$ cat config.mk
export PLATFORM = sky130hd
export DESIGN_NAME = hilo_pipe
export DESIGN_NICKNAME = d
export VERILOG_FILES = /design/src/rtl/hilo_pipe.sv
export SDC_FILE = /design/constraint.sdc
export NUM_CORES = 1
export LEC_CHECK = 0
export BUFFER_PORTS_ARGS = -buffer_cell sky130_fd_sc_hd__buf_2
export CAP_MARGIN = 0
export CELL_PAD_IN_SITES_DETAIL_PLACEMENT = 1
export CELL_PAD_IN_SITES_GLOBAL_PLACEMENT = 1
export CORE_MARGIN = 2
export CORE_UTILIZATION = 41
export DETAILED_ROUTE_END_ITERATION = 8
export PLACE_DENSITY_LB_ADDON = 0.3
export SLEW_MARGIN = 15
export SYNTH_ARGS = -nofsm -noshare
export SYNTH_HDL_FRONTEND = slang
export SYNTH_SLANG_ARGS = --single-unit
$ cat constraint.sdc
create_clock -name clk -period 4.1 [get_ports clk]
set_input_delay 0.41 -clock clk [delete_from_list [all_inputs] [get_ports clk]]
set_output_delay 0.41 -clock clk [all_outputs]
set_load 0.02 [all_outputs]
$ cat src/rtl/hilo_pipe.sv
// HI/LO write-back path: EX/MEM and MEM/WB staging plus the architectural HI/LO pair.
// Optional macro HILO_WCOUNT_EN adds a committed HI/LO write counter on hilo_wcnt_o.
module hilo_pipe (
   input  logic        clk,
   input  logic        rst,
   input  logic        ex_whilo_i,
   input  logic [31:0] ex_hi_i,
   input  logic [31:0] ex_lo_i,
   input  logic [4:0]  ex_wd_i,
   input  logic        ex_wreg_i,
   input  logic [31:0] ex_wdata_i,
   input  logic        stall_mem_i,
   input  logic        stall_wb_i,
   input  logic        flush_i,
   output logic        mem_whilo_o,
   output logic [31:0] mem_hi_o,
   output logic [31:0] mem_lo_o,
   output logic [4:0]  mem_wd_o,
   output logic        mem_wreg_o,
   output logic [31:0] mem_wdata_o,
   output logic        wb_whilo_o,
   output logic [31:0] wb_hi_o,
   output logic [31:0] wb_lo_o,
   output logic [4:0]  wb_wd_o,
   output logic        wb_wreg_o,
   output logic [31:0] wb_wdata_o,
   output logic [31:0] hi_o,
   output logic [31:0] lo_o,
   output logic [31:0] hilo_wcnt_o
);

   typedef struct packed {
      logic        whilo;
      logic [31:0] hi;
      logic [31:0] lo;
      logic [4:0]  wd;
      logic        wreg;
      logic [31:0] wdata;
   } stage_t;

   stage_t      ex_s;
   stage_t      mem_d, mem_q;
   stage_t      wb_d, wb_q;
   logic [31:0] hi_q, lo_q;

   always_comb begin
      ex_s.whilo = ex_whilo_i;
      ex_s.hi    = ex_hi_i;
      ex_s.lo    = ex_lo_i;
      ex_s.wd    = ex_wd_i;
      ex_s.wreg  = ex_wreg_i;
      ex_s.wdata = ex_wdata_i;
   end

   // stall_wb_i alone is illegal; it falls into the hold-both branch.
   always_comb begin
      mem_d = mem_q;
      wb_d  = wb_q;
      if (flush_i) begin
         mem_d = '0;
         wb_d  = '0;
      end else if (stall_wb_i) begin
         mem_d = mem_q;
         wb_d  = wb_q;
      end else if (stall_mem_i) begin
         wb_d  = '0;
      end else begin
         mem_d = ex_s;
         wb_d  = mem_q;
      end
   end

   always_ff @(posedge clk or negedge rst) begin
      if (!rst) begin
         mem_q <= '0;
         wb_q  <= '0;
      end else begin
         mem_q <= mem_d;
         wb_q  <= wb_d;
      end
   end

   // The WB instruction is already committed, so flush and stalls never block this.
   always_ff @(posedge clk or negedge rst) begin
      if (!rst) begin
         hi_q <= '0;
         lo_q <= '0;
      end else if (wb_q.whilo) begin
         hi_q <= wb_q.hi;
         lo_q <= wb_q.lo;
      end
   end

`ifdef HILO_WCOUNT_EN
   logic [31:0] wcnt_q;

   always_ff @(posedge clk or negedge rst) begin
      if (!rst) begin
         wcnt_q <= '0;
      end else if (wb_q.whilo) begin
         wcnt_q <= wcnt_q + 32'd1;
      end
   end

   assign hilo_wcnt_o = wcnt_q;
`else
   assign hilo_wcnt_o = '0;
`endif

   assign mem_whilo_o = mem_q.whilo;
   assign mem_hi_o    = mem_q.hi;
   assign mem_lo_o    = mem_q.lo;
   assign mem_wd_o    = mem_q.wd;
   assign mem_wreg_o  = mem_q.wreg;
   assign mem_wdata_o = mem_q.wdata;
   assign wb_whilo_o  = wb_q.whilo;
   assign wb_hi_o     = wb_q.hi;
   assign wb_lo_o     = wb_q.lo;
   assign wb_wd_o     = wb_q.wd;
   assign wb_wreg_o   = wb_q.wreg;
   assign wb_wdata_o  = wb_q.wdata;
   assign hi_o        = hi_q;
   assign lo_o        = lo_q;

endmodule
==> reports/metrics.csv <==
stage,metric,value,unit
power_and_ir_drop,VDD IR-drop max,0.261,mV
sta,RSZ-0062 raised after global routing,false,
detailed_routing,DR vias,8707,
power_and_ir_drop,leakage,7.29,nW
final_layout,layout cells sized above 1,41.3,%
detailed_routing,DR DRC count,0,
setup_path,WS Path Type,reg -> out,
cts,clk root buf,clkbuf_16,
sta,Setup-failing EPs final,0,
detailed_routing,vias per std cell,5.55,
grt,largest net degree at the start of global routing,122,
grt,GR Overflow Total,0,
sta,hold slack,205,ps
final_layout,fin util,52.3,%
setup_path,Worst Path Buf+Inv,1,
cts,CTS tree,built,
cts,postcts setup bufs,0,
setup_path,crit end category,output pin,
cts,CTS Sinks,270,
final_layout,fill count,2850,
yosys,area fraction of the dominant cell type after synthesis,60.6,%
yosys,most area-consuming cells after synthesis,"dfrtp_1 61%, a32o_1 9.2%, or3b_1 8.1%",
sta,Tmin final,2300,ps
final_layout,synthesis-to-finish area growth,25.8,%
setup_path,CP cell instances,buf_2,
grt,Overall Global Routing Usage,22.9,%
floorplanning,Cell Rows,60,
cts,H-tree levels,1,
yosys,sequential cell area fraction in the yosys report,60.6,%
yosys,Mapped Cells,880,
placement,# port buffers,377,
run_status,status,completed,
floorplanning,Die W,169,um
cts,Num CTS Buffers,29,
sta,setup TNS,0,ps
setup_path,crit-path leading delay family,flip-flops,
final_layout,most frequent cells in the layout,"373 x buf_2, 269 x dfrtp_1",
floorplanning,Core ar.,26800,sq um
sta,Max Freq,0.434,GHz
grt,initial antenna violation count,3,
setup_path,Worst EP arrival,1890,ps
yosys,leading area contributor after synthesis,dfrtp_1,
sta,Final Hold Viols,0,
setup_path,Worst EP required,3690,ps
floorplanning,Initial Util,41.6,%
sta,worst-margin pin slew,1060,ps
setup_path,CP max stage delay,980,ps
cts,Bufs on Longest Clock Path,3,
sta,fin crit share,56.2,%
min_path,Min-Delay Path Class,in -> reg,
floorplanning,IO Count,410,
detailed_routing,total wire length,33.7,mm
power_and_ir_drop,Power Dens Cells,425,nW/um^2
sta,Max Slew Vio Count,0,
final_layout,Final nets,1312,
final_layout,design area,14000,sq um
final_layout,"commonest non-fill, non-tap cell in the layout",buf_2,
detailed_routing,ANT nets after route,0,
setup_path,Startpoint Class,register,
placement,Final HPWL DP,22.0,mm
cts,clk_lat worst skew,530,ps
yosys,Mapped Avg Cell Area,12.7,sq um
floorplanning,Die Ht,169,um
setup_path,worst-path fanout max,66,
yosys,Netlist cell types,15,
detailed_routing,Routed WL per cell,21.5,um
grt,vias in the first global route,8740,
yosys,total number of yosys warnings,0,
detailed_routing,DRT iter0 DRCs,569,
placement,placed instance area,13000,sq um
cts,clock-pin slew on the worst setup and hold paths,60,ps
yosys,Synth Cell Area,11200,sq um
run,Max-Cap Viols,0,
placement,routability cong.,0.767,
detailed_routing,Initial DRT Pass Iterations,5,
sta,Rel. slew slack,29.6,%
grt,first-pass GRT wire length,51.8,mm
power_and_ir_drop,"Power, Total",5.96,mW
sta,Clock Skew,6.62,ps
floorplanning,Die Area,28500,sq um
setup_path,slowest cell on the critical path,dfrtp_4,
yosys,#FFs+latches synth,270,
[power breakdown]
group / total [mW] / internal (mW) / switching, mW
Sequential: 2.79 / 2.73 / 0.0567
Clock: 2.63 / 1.58 / 1.05
Combinational: 0.537 / 0.164 / 0.373
[synthesized netlist by cell type]
master,n
a21oi_1,103
a32o_1,103
buf_1,4
buf_2,24
buf_4,32
buf_6,7
clkbuf_1,63
conb_1,1
dfrtp_1,270
inv_1,1
mux2_2,64
nor2_2,1
nor2b_1,1
o21ai_0,103
or3b_1,103
[layer usage]
metal  share of wire (%)  wire, um  track usage (%)
met1                  40     13400             28.8
met2                  50     16700             39.2
met3                 8.2      2770             6.41
met4                 2.3       777             5.47
met5               0.033        11                0
[worst paths after layout]
| kind | slack (ps) | endpoint | cells past startpoint | from |
|---|---|---|---|---|
| setup / recovery | 1800 | wb_whilo_o | 1 | wb_whilo_o$_DFFE_PN0P_ |
| max in group asynchronous | 2380 | lo_o[26]$_DFFE_PN0P_ | 3 | rst |
| setup reg to reg | 2450 | lo_o[31]$_DFFE_PN0P_ | 1 | wb_whilo_o$_DFFE_PN0P_ |
| hold / removal | 200 | mem_wdata_o[30]$_DFFE_PN0P_ | 3 | ex_wdata_i[30] |
| min in group asynchronous | 500 | hi_o[19]$_DFFE_PN0P_ | 2 | rst |
| hold reg to reg | 490 | wb_wd_o[4]$_DFFE_PN0P_ | 1 | wb_wd_o[4]$_DFFE_PN0P_ |
[logic make-up after synthesis]
kind of cell	Yosys count	synth area share, %
multiplexers	64	6.46
buffers and inverters	131	6.23
AO/OA/AOI/OAI	309	18.5
other	1	0.0336
AND/OR/NAND/NOR	105	8.20
flip-flops	270	60.6
[area by class of cell]
| class | count | area, sq um | area share [%] |
|---|---|---|---|
| diodes | 2 | 5.00 | 0.0357 |
| clock buffers | 44 | 872 | 6.22 |
| clock inverters | 9 | 97.6 | 0.696 |
| inverters | 1 | 5.00 | 0.0357 |
| multi-input cells | 510 | 3830 | 27.3 |
| flip-flops and latches | 270 | 6760 | 48.2 |
| well taps | 341 | 427 | 3.04 |
| repair buffers | 392 | 2030 | 14.5 |
[registers in the layout, indices dropped and copies added (netlist names)]
register,flops
mem_whilo_o,1
wb_whilo_o,1
wb_wdata_o,32
mem_wd_o,5
mem_hi_o,32
wb_wd_o,5
wb_wreg_o,1
mem_wreg_o,1
mem_wdata_o,32
hi_o,32
wb_hi_o,32
mem_lo_o,32
wb_lo_o,32
lo_o,32
[through the flow]
step / cells / setup slack (ps)
3_3_place_gp: 1513 / 1810
4_1_cts: 1567 / 1730
2_1_floorplan: 911 / 2630
3_5_place_dp: 1513 / 1760
6_report: 1569 / 1800
5_1_grt: 1569 / 1680
[timing repair]
action,CTS,global route
resized for setup,0,0
endpoints found under the hold margin,10,0
hold buffers,1,0
No activity file was read; power rests on OpenSTA's default activity.
